[config.mk]
export PLATFORM = sky130hd
export DESIGN_NAME = sort_ctrl
export DESIGN_NICKNAME = d
export VERILOG_FILES = /design/src/rtl/sorter_pkg.sv /design/src/rtl/sort_ctrl_bn.sv /design/src/rtl/sort_ctrl.sv
export SDC_FILE = /design/constraint.sdc
export NUM_CORES = 1
export LEC_CHECK = 0
export CAP_MARGIN = 0
export CORE_MARGIN = 2
export CORE_UTILIZATION = 30
export CTS_BUF_LIST = sky130_fd_sc_hd__clkbuf_4
export CTS_CLUSTER_DIAMETER = 30
export DETAILED_ROUTE_END_ITERATION = 16
export PLACE_DENSITY = 0.48
export SYNTH_ARGS = -nofsm -noshare
export SYNTH_HDL_FRONTEND = slang
export SYNTH_SLANG_ARGS = --single-unit
export TNS_END_PERCENT = 20
[constraint.sdc]
create_clock -name clk -period 14.3 [get_ports clk]
set_clock_uncertainty 0.2 [all_clocks]
set_input_delay 2.145 -clock clk [delete_from_list [all_inputs] [get_ports clk]]
set_output_delay 2.145 -clock clk [all_outputs]
set_load 0.03 [all_outputs]
[src/rtl/sorter_pkg.sv]
// Shared types and helpers for the block-sort sequencer.
// Holds the controller state encoding and the pad-word rule.
package sorter_pkg;

  typedef enum logic [1:0] {
    FILL  = 2'd0,
    SORT  = 2'd1,
    DRAIN = 2'd2
  } state_e;

  localparam int MAXW = 64;

  // Pad must sort behind every real word: all ones ascending, zeros descending.
  function automatic logic [MAXW-1:0] pad_val(
    input logic dir,
    input int   dw
  );
    if (dir)
      return '0;
    return {MAXW{1'b1}} >> (MAXW - dw);
  endfunction

endpackage

[src/rtl/sort_ctrl_bn.sv]
// Combinational bitonic sorting network over 2**LP lanes.
// dir=0 puts the smallest word in lane 0; dir=1 the largest.
module BN #(
  parameter int LP  = 3,
  parameter int dw  = 8,
  parameter bit dir = 1'b0
) (
  input  logic [2**LP-1:0][dw-1:0] data_i,
  output logic [2**LP-1:0][dw-1:0] data_o
);

  localparam int PN = 2**LP;

  logic [PN-1:0][dw-1:0] v;
  logic [dw-1:0]         tmp;
  logic                  up;
  int                    l;

  always_comb begin
    v   = data_i;
    tmp = '0;
    up  = 1'b0;
    l   = 0;
    for (int s = 1; s <= LP; s++) begin
      for (int t = s - 1; t >= 0; t--) begin
        for (int i = 0; i < PN; i++) begin
          l = i ^ (1 << t);
          if (l > i) begin
            up = (((i & (1 << s)) == 0) ? 1'b1 : 1'b0) ^ dir;
            if (up ? (v[LP'(i)] > v[LP'(l)])
                   : (v[LP'(i)] < v[LP'(l)])) begin
              tmp       = v[LP'(i)];
              v[LP'(i)] = v[LP'(l)];
              v[LP'(l)] = tmp;
            end
          end
        end
      end
    end
    data_o = v;
  end

endmodule

[src/rtl/sort_ctrl.sv]
// Block-sort sequencer: fill up to 2**LP words, sort in one cycle,
// then stream the sorted block out over a req/ack handshake.
module sort_ctrl
  import sorter_pkg::*;
#(
  parameter int LP  = 3,
  parameter int dw  = 8,
  parameter bit dir = 1'b0
) (
  input  logic          clk,
  input  logic          rstn,
  input  logic [dw-1:0] data_i,
  input  logic          req_i,
  input  logic          last_i,
  output logic          ack_i,
  output logic [dw-1:0] data_o,
  output logic          req_o,
  output logic          last_o,
  input  logic          ack_o,
  output logic          busy
);

  localparam int PN = 2**LP;
  localparam int CW = LP + 1;
  localparam logic [dw-1:0] PAD = dw'(pad_val(dir, dw));
  localparam logic [CW-1:0] ONE = CW'(1);
  localparam logic [CW-1:0] TOP = CW'(PN - 1);

  state_e                state_q;
  logic [CW-1:0]         cnt_q;
  logic [CW-1:0]         idx_q;
  logic [PN-1:0][dw-1:0] buf_q;
  logic [PN-1:0][dw-1:0] sbuf_q;
  logic [PN-1:0][dw-1:0] bn_in;
  logic [PN-1:0][dw-1:0] bn_out;
  logic                  last_idx;

  // Lanes past the block length carry pad so they settle behind real words.
  for (genvar g = 0; g < PN; g++) begin : g_lane
    assign bn_in[g] = (cnt_q > CW'(g)) ? buf_q[g] : PAD;
  end

  BN #(
    .LP (LP),
    .dw (dw),
    .dir(dir)
  ) u_bn (
    .data_i(bn_in),
    .data_o(bn_out)
  );

  assign last_idx = (idx_q == cnt_q - ONE);
  assign ack_i    = (state_q == FILL);
  assign req_o    = (state_q == DRAIN);
  assign last_o   = req_o & last_idx;
  assign data_o   = sbuf_q[idx_q[LP-1:0]];
  assign busy     = (state_q != FILL) || (cnt_q != '0);

  always_ff @(posedge clk or negedge rstn) begin
    if (!rstn) begin
      state_q <= FILL;
      cnt_q   <= '0;
      idx_q   <= '0;
      buf_q   <= '0;
      sbuf_q  <= '0;
    end else begin
      unique case (state_q)
        FILL: begin
          if (req_i) begin
            buf_q[cnt_q[LP-1:0]] <= data_i;
            cnt_q                <= cnt_q + ONE;
            if (last_i || cnt_q == TOP)
              state_q <= SORT;
          end
        end
        SORT: begin
          sbuf_q  <= bn_out;
          idx_q   <= '0;
          state_q <= DRAIN;
        end
        DRAIN: begin
          if (ack_o) begin
            if (last_idx) begin
              cnt_q   <= '0;
              idx_q   <= '0;
              state_q <= FILL;
            end else begin
              idx_q <= idx_q + ONE;
            end
          end
        end
        default: state_q <= FILL;
      endcase
    end
  end

endmodule
Yosys cells after proc, flatten, opt, wreduce, memory -nomap -nowiden:

Cells that the tools add are included.

* add/subtract/negate cells: 3
* $mul: 0
* divide/modulo/power cells: 0
* order comparisons: 21
* eq/ne operators: 8
* shift-type cells: 0
* mux-type cells: 39
* bitwise operators: 1
* reductions and logical operators: 12

Operators by type and width (number)
* $mux W8: 18
* $mux W16: 6
* $gt A8 B8 Y1: 9
* $bwmux W64: 1
* $bmux W8 S3: 1
* $demux W8 S3: 1
* $mux W4: 5
* $gt A4 B3 Y1 const B: 4
* $pmux W4 S2: 2
* $add A4 B1 Y4 const B: 2
* $gt A4 B1 Y1 const B: 2
* $gt A4 B2 Y1 const B: 2
* $lt A3 B4 Y1 const B: 2
* $lt A8 B8 Y1: 1
* $mux W2: 4
* $reduce_and A4 Y1: 2
* $ne A2 B1 Y1 const B: 3
* $pmux W2 S3: 1
* $reduce_bool A2 Y1: 3
* $eq A4 B3 Y1 const B: 1
* $eq A4 B4 Y1: 1
* $reduce_and A2 Y1: 2
* $reduce_bool A4 Y1: 1
* $sub A4 B1 Y4 const B: 1
* 8 further kinds: 9

* flip-flop bits (word level): 138
* latch bits: 0
* memory bits (writable): 0
* memory bits (read-only): 0
* input port bits: 13
* output and inout bits: 12
* word-level logic and storage cells: 103
* memories kept: 0

Longest topological paths before layout:

Gate-level depths: netlist of the first run.

* depth in word-level cells: 12
* depth in mapped cells: 60

Modules after synthesis:

Synthesis of the first run repeated with hierarchy kept, for this count alone.

* cell total of the unflattened synthesis: 1140
* area total of the unflattened synthesis: 10551.4 µm²

Modules (own cells, without submodules)
* sort_ctrl: instances 1, cells an instance 602, area each 6434.9 µm², sequential area each 3453.3 µm²
* BN: instances 1, cells an instance 538, area each 4116.4 µm², sequential area each 0.0 µm²

Least setup slack after synthesis of the first run:

Ideal clock, no wire load.

* path type: reg2reg
* start point: reg cnt_q[0]
* end point: reg sbuf_q[10] (netlist bit)
* setup time: 0.127 ns
* data arrival time: 10.032 ns
* data required time: 13.973 ns
* slack: 3.941 ns
* cell stages (with the launch flop): 58
* buffers on the path: 8
* clock period less this slack: 10.359 ns
* cell sequence: dfrtp_1 > clkbuf_1 > inv_1 > ha_1 > nor2_1 > nor2_1 > nor2_1 > inv_1 > ha_1 > nor2b_1 > a2111o_1 > a21o_1 > a2bb2oi_4 > clkbuf_1 > nor2_1 > a21oi_1 > ha_1 > a22oi_1 > [... 22 more ...] > nand2_1 > o21ai_0 > a221o_1 > buf_4 > mux2i_1 > inv_1 > ha_1 > nor2b_1 > o21a_1 > o21ai_0 > nand2b_1 > a21oi_1 > o21ai_0 > o21ai_0 > nor2_1 > clkbuf_1 > a22oi_1 > o21ai_1

* longest elaborated chain between the ends: 12
* elaborated cells between the ends (all ways): 28
* classes of those cells: order compare: 13; mux: 15

Ends and longest elaborated chain
* from (decl): line sort_ctrl.sv:30 `logic [CW-1:0] cnt_q;`
* from (signal assigned): line sort_ctrl.sv:71 `cnt_q <= cnt_q + ONE;`
* $gt A4 B1 Y1 or $gt A4 B2 Y1 (tied branches): line sort_ctrl.sv:40 `assign bn_in[g] = (cnt_q > CW'(g)) ? buf_q[g] : PAD;`
* $mux W8: line sort_ctrl.sv:40
* $gt A8 B8 Y1 or $lt A8 B8 Y1 (tied branches): line sort_ctrl_bn.sv:30, sort_ctrl_bn.sv:31
* $mux W16: line sort_ctrl_bn.sv:30 `if (up ? (v[LP'(i)] > v[LP'(l)])`
* $gt A8 B8 Y1: line sort_ctrl_bn.sv:30
* $mux W8: line sort_ctrl_bn.sv:30
* $gt A8 B8 Y1: line sort_ctrl_bn.sv:30
* $mux W16: line sort_ctrl_bn.sv:30
* $gt A8 B8 Y1: line sort_ctrl_bn.sv:30
* $mux W8: line sort_ctrl_bn.sv:30
* $gt A8 B8 Y1: line sort_ctrl_bn.sv:30
* $mux W16 *: line sort_ctrl_bn.sv:30
* to (signal assigned): line sort_ctrl.sv:77 `sbuf_q <= bn_out;`
* to (decl): line sort_ctrl.sv:33 `logic [PN-1:0][dw-1:0] sbuf_q;`

Every way passes the cells marked *; elsewhere a longest branch is shown, timed or not.
A chain may end at the register's enable or synchronous reset.

Worst setup path after layout of the first run:

* start point: reg cnt_q[0]
* end point: reg sbuf_q[18] (netlist bit)

The elaborated chain is that of the path after synthesis.

==> reports/metrics.csv, run 1 <==
stage,metric,value,unit
sta,whs,0.2830,ns
critical_path,slowest_stage,o21ai_1,
global_routing,grt.overflow.total,0,
global_routing,grt_pass1_vias,8089,
clock_network,cts-root-buf,clkbuf_4,
place,dp_cells,1496,
sta,worst_pin_slew,1.037,ns
clock_network,clk_pin_slew,0.13,ns
min_path,hp-class,flop to flop,
synth,async_flop_share,100.0,%
clock_network,clk_path_buf_depth,2,
detailed_routing,dr_wl_met2,14.72,mm
clock_network,cts_buffers,17,
synth,synth_top_family_by_area,compound AO/OA/AOI/OAI gates,
floorplan,coreArea,0.03336,mm^2
sta,hold_viol,0,
clock_network,cts_num_sinks,138,
clock_network,h-tree-depth,4,
detailed_routing,route.vias.total,8092,
synth,synth-adder-area-share,9.613,%
critical_path,r2r_cells,47,
min_path,worstHoldStart,sbuf_q[18]$_DFFE_PN0P_,
synth,yosysWarnings,0,
sta,slew_headroom,30.39,%
synth,syn_avg_cell_area,9.544,um^2
cells_and_area,final_cells,1528,
global_routing,antenna_found_initial,2,
detailed_routing,drt-total-wl,31.75,mm
detailed_routing,top_layer,met4,
sta,setup_viol,0,
floorplan,die_w,187.7,um
clock_network,cts_tree,yes,
detailed_routing,firstDrtPassIters,5,
sta,period_minus_slack,12.85,ns
sta,setup_ws,1.453,ns
critical_path,r2r_slack,1.45,ns
cells_and_area,drive_above_1_share,16.59,%
synth,syn_area,0.01013,mm^2
critical_path,crit_required,14.61,ns
critical_path,arrival,13.16,ns
synth,synthSimpleGateAreaFrac,13.62,%
sta,fmax,77.84,MHz
min_path,holdPathStages,2,
sta,grt_setup_unrepaired,no,
clock_network,clock_latency,0.56,ns
critical_path,worstReg2RegEnd,sbuf_q[18]$_DFFE_PN0P_,
synth,synth-xor-area-share,0.7661,%
global_routing,grt_use_total,18.31,%
min_path,min_to,sbuf_q[18]$_DFFE_PN0P_,
cells_and_area,fin_nets,1157,
detailed_routing,wl_per_cell,20.78,um
critical_path,reg2reg_from,cnt_q[0]$_DFFE_PN0P_,
cells_and_area,syn2layout_area_growth,9.292,%
sta,slew_violations,0,
floorplan,die_h,187.7,um
sta,finalCritPeriodShare,89.84,%
job,max_cap_violations,0,
status,status,"finished, final reports clean",
place,dp_slack,1.348,ns
critical_path,endpoint_kind,flop,
synth,synth_fp_nets,1151,
clock_network,hold_buffers,0,
critical_path,max_stage_delay,0.81,ns
critical_path,crit_type,flop to flop,
synth,ys.flop_type,dfrtp_1,
global_routing,grt_pass1_wl,49.02,mm
synth,yosysSeqAreaShare,34.10,%
synth,synth-seq-cells,138,
clock_network,cts_setup_buffers,0,
synth,synth.mux.area_fraction,15.84,%
critical_path,critical_path_peak_fanout,24,
floorplan,num_io_pins,25,
synth,netlist-cell-type-count,81,
cells_and_area,fill_cells,3556,
detailed_routing,wl_met3,1.370,mm
detailed_routing,drc,0,
floorplan,die_area,0.03524,mm^2
place,port_buffers,24,
detailed_routing,post_drt_via_cell_ratio,5.296,
critical_path,cp-start-kind,flop,
global_routing,grt_max_degree,75,
synth,synth_edf_count,0,
sta,fin_setup_tns,0,ns
floorplan,rows,67,
floorplan,start_util,30.35,%
place,dp_hpwl,24.37,mm
place,place.gp.congestion,0.8906,
synth,synthCells,1061,
synth,synth_compound_area_share,21.71,%
detailed_routing,drt_iter0_markers,521,
critical_path,cp_common_cell,nor2_1,
detailed_routing,wl_met1,15.15,mm
detailed_routing,antenna_left,0,
[area by class of cell]
type	count	area [um^2]	share of cell area, %
Timing Repair Buffer	32	301.5	2.725
Antenna cell	1	2.502	0.02261
Inverter	61	229.0	2.069
Tap cell	448	560.5	5.065
Sequential cell	138	3453	31.20
Multi-Input combinational cell	817	6241	56.39
Clock buffer	18	135.1	1.221
Clock inverter	13	143.9	1.300
[through the flow]
stage / util (%) / instance area [um^2]
after floorplan: - / 10130
after global placement: 32.32 / 10780
after detailed placement: 32.32 / 10780
after CTS: 33.16 / 11060
after global routing: 33.17 / 11070
final: 33.17 / 11070
[sequential cells by signal, summed over array words and instances, names as in the netlist]
register and count:
cnt_q 4, idx_q 4, buf_q 64, state_q 2, sbuf_q 64
[per-layer routing]
metal  track usage [%]  vias up
li1                  -     3904
met1             25.39     3998
met2             29.33      163
met3             3.537       27
met4             4.603        0
met5                 0        -
[placed cells by master, fill, tap and decap left out, types with 13 or more instances in the layout]
cell type and n:
a211oi_1 28, clkdlybuf4s50_1 23, ha_1 77, nand3_1 20
mux2i_1 28, a21oi_1 73, o21ai_1 17, o22a_1 25
a21o_1 25, o21ai_0 57, o211ai_1 13, and2_1 15
clkbuf_4 18, mux2_2 70, inv_1 61, nand2_1 79
mux4_2 16, nor2_1 101, dfrtp_1 138
[logic make-up (layout without fill, tap and decap cells)]
logic type,count (synthesis),in the layout
compound gates,316,316
simple gates,291,291
other cells,0,1
mux,124,124
fa+ha+maj,78,78
buf+inv,106,124
xor+xnor,8,8
flops,138,138
[worst max-delay path: cells and delay by family (launching register included)]
family / cells / cell delay [ns]
adder cells (fa/ha/maj): 6 / 1.84
multiplexers: 2 / 1.00
AO/OA/AOI/OAI: 22 / 5.84
AND/OR/NAND/NOR: 14 / 2.74
buffers and inverters: 3 / 0.54
flip-flops: 1 / 0.61
[timing repair]
item,CTS,global route
endpoints found under the setup margin,0,5
gates resized for setup,0,1
endpoints found under the hold margin,0,0
[how the worst max path moves through the flow]
| stage | slack [ns] | from | endpoint |
|---|---|---|---|
| floorplan | 3.94 | cnt_q[0]$_DFFE_PN0P_ | sbuf_q[10]$_DFFE_PN0P_ |
| global placement | 1.42 | cnt_q[0]$_DFFE_PN0P_ | sbuf_q[18]$_DFFE_PN0P_ |
| detailed placement | 1.35 | cnt_q[0]$_DFFE_PN0P_ | sbuf_q[18]$_DFFE_PN0P_ |
| CTS | 1.30 | cnt_q[0]$_DFFE_PN0P_ | sbuf_q[18]$_DFFE_PN0P_ |
| global route | 0.23 | cnt_q[0]$_DFFE_PN0P_ | sbuf_q[26]$_DFFE_PN0P_ |
| finish | 1.45 | cnt_q[0]$_DFFE_PN0P_ | sbuf_q[18]$_DFFE_PN0P_ |
[Yosys cell counts, drive strengths merged (9+ instances only)]
cell    count  area [um^2]
a211oi     33        272.8
o22a       25        219.0
inv        61        229.0
mux4       16        360.4
ha         77        963.4
dfrtp     138         3453
or2        19        118.9
o211ai     14        110.1
buf        16        102.6
o21a       11        82.58
and2       15        93.84
mux2i      36        425.4
o21ai      74        370.3
a31oi      10        62.56
a21o       25        187.7
mux2       72        818.3
a21oi      76        391.6
nand2      81        309.0
nand3      20        100.1
clkbuf     29        108.9
nor3        9        45.04
nor2      104        402.9
Power of run 1 is left out: the tool's default activity adds up to more than one toggle a clock period on the data nets, which glitch-free logic cannot reach.
==> run 2, diff against run 1 <==
--- a/config.mk
+++ b/config.mk
@@ -10,8 +10,10 @@
 export CORE_UTILIZATION = 30
 export CTS_BUF_LIST = sky130_fd_sc_hd__clkbuf_4
 export CTS_CLUSTER_DIAMETER = 30
+export CTS_CLUSTER_SIZE = 40
 export DETAILED_ROUTE_END_ITERATION = 16
 export PLACE_DENSITY = 0.48
+export SKIP_CTS_REPAIR_TIMING = 1
 export SYNTH_ARGS = -nofsm -noshare
 export SYNTH_HDL_FRONTEND = slang
 export SYNTH_SLANG_ARGS = --single-unit
==> results of run 2 <==
No change in the layout: final DEF, timing and power equal those of run 1.
Power of run 2 is left out for the same reason.
==> run 3, diff against run 2 <==
--- a/config.mk
+++ b/config.mk
@@ -5,7 +5,8 @@
 export SDC_FILE = /design/constraint.sdc
 export NUM_CORES = 1
 export LEC_CHECK = 0
-export CAP_MARGIN = 0
+export CAP_MARGIN = 15
+export CORE_ASPECT_RATIO = 0.7
 export CORE_MARGIN = 2
 export CORE_UTILIZATION = 30
 export CTS_BUF_LIST = sky130_fd_sc_hd__clkbuf_4
==> run 3 against run 2 <==
  * Wire length is 1.9% lower
  * Die area barely moved
  * Global-route usage fell by 0.061 points
  * Largest cell class unchanged
==> reports/metrics.csv, run 3 (synthesis results as in run 1) <==
stage,metric,value,unit
status,status,"finished, final reports clean",
floorplan,rows,56,
detailed_routing,drc,0,
cells_and_area,fill_cells,3464,
sta,setup_viol,0,
global_routing,antenna_found_initial,3,
sta,fmax,76.63,MHz
place,place.gp.congestion,0.9181,
job,max_cap_violations,0,
floorplan,start_util,30.36,%
global_routing,grt_pass1_vias,7750,
sta,slew_violations,0,
cells_and_area,layout_commonest_cell,dfrtp_1,
detailed_routing,antenna_left,0,
floorplan,die_w,223.6,um
floorplan,die_h,157.7,um
critical_path,max_stage_delay,0.83,ns
floorplan,coreArea,0.03335,mm^2
clock_network,cts-root-buf,clkbuf_4,
place,dp_hpwl,24.20,mm
floorplan,die_area,0.03526,mm^2
cells_and_area,layout_common_cells,"dfrtp_1 (138), nor2_1 (101), nand2_1 (79)",
detailed_routing,route.vias.total,8185,
clock_network,clock_latency,0.59,ns
detailed_routing,drt-total-wl,31.15,mm
global_routing,grt_pass1_wl,48.09,mm
critical_path,slowest_stage,a22oi_2,
critical_path,crit_type,flop to flop,
critical_path,r2r_cells,48,
critical_path,crit_required,14.63,ns
critical_path,cp_top_family,compound AO/OA/AOI/OAI gates,
sta,hold_viol,0,
critical_path,cp-start-kind,flop,
cells_and_area,largestRegisters,"buf_q x64, sbuf_q x64",
sta,worst_pin_slew,0.9918,ns
clock_network,clk_pin_slew,0.15,ns
sta,finalCritPeriodShare,91.25,%
detailed_routing,post_drt_via_cell_ratio,5.392,
critical_path,endpoint_kind,flop,
clock_network,cts_tree,yes,
floorplan,num_io_pins,25,
detailed_routing,firstDrtPassIters,5,
sta,fin_setup_tns,0,ns
critical_path,crit_cells,48,
clock_network,cts_num_sinks,138,
cells_and_area,fin_nets,1159,
cells_and_area,syn2layout_area_growth,9.366,%
critical_path,critical_path_buf_inv_count,5,
global_routing,grt.overflow.total,0,
global_routing,grt_max_degree,99,
sta,slew_headroom,33.67,%
clock_network,h-tree-depth,4,
min_path,hp-class,flop to flop,
critical_path,critical_path_peak_fanout,24,
sta,grt_setup_unrepaired,no,
clock_network,cts_buffers,17,
detailed_routing,drt_iter0_markers,809,
clock_network,clk_path_buf_depth,2,
sta,period_minus_slack,13.05,ns
detailed_routing,wl_per_cell,20.52,um
min_path,holdPathStages,2,
global_routing,grt_use_total,18.25,%
place,port_buffers,24,
cells_and_area,drive_above_1_share,16.91,%
critical_path,arrival,13.38,ns
-- run 3: changes by cell type in the layout (fill, tap and decap cells not counted), moves of 2 or more --
cell,change
buf_4,+2
clkinv_2,-2
inv_6,+3
inv_8,+2
-- run 3: layout make-up --
class	count	area, um^2	area share (%)
Multi-Input combinational cell	817	6243	56.38
Sequential cell	138	3453	31.18
Tap cell	435	544.3	4.915
Timing Repair Buffer	34	316.6	2.858
Inverter	61	229.0	2.068
Clock inverter	14	150.1	1.356
Clock buffer	18	135.1	1.220
Antenna cell	1	2.502	0.02260
-- run 3: final timing paths --
check	start	endpoint	slack, ns
max reg2reg	cnt_q[0]$_DFFE_PN0P_	sbuf_q[18]$_DFFE_PN0P_	1.25
min in group asynchronous	rstn	buf_q[33]$_DFFE_PN0P_	1.45
min reg2reg	sbuf_q[63]$_DFFE_PN0P_	sbuf_q[63]$_DFFE_PN0P_	0.28
min	sbuf_q[63]$_DFFE_PN0P_	sbuf_q[63]$_DFFE_PN0P_	0.28
max in group asynchronous	rstn	buf_q[12]$_DFFE_PN0P_	11.33
max	cnt_q[0]$_DFFE_PN0P_	sbuf_q[18]$_DFFE_PN0P_	1.25
-- run 3: per-layer routing --
| metal | wire, um | share of wire, % | global-route usage, % |
|---|---|---|---|
| met1 | 17220 | 55 | 29.53 |
| met2 | 11890 | 38 | 24.55 |
| met3 | 1905 | 6.1 | 3.693 |
| met4 | 140 | 0.45 | 2.794 |
| met5 | 0 | 0 | 0 |
-- run 3: per-stage QoR --
step	hold slack (ns)	util (%)	setup slack [ns]	instance area [um^2]	cells
global route	0.3076	33.20	0.1623	11070	1518
floorplan	0.2334	-	3.941	10130	1061
CTS	0.2849	33.19	1.319	11070	1517
detailed placement	0.2559	32.33	1.404	10780	1485
finish	0.2814	33.20	1.251	11070	1518
global placement	0.2491	32.33	1.336	10780	1485
-- run 3: worst register-to-register path: cells and delay by family, from the launching register on --
kind	cells	cell delay, ns
AOI/OAI and AO/OA	20	5.57
buffers and inverters	5	0.81
adders and majority gates	6	1.77
and+or+nand+nor	15	3.04
muxes	2	1.06
DFF	1	0.60
Power of run 3 is left out for the same reason.
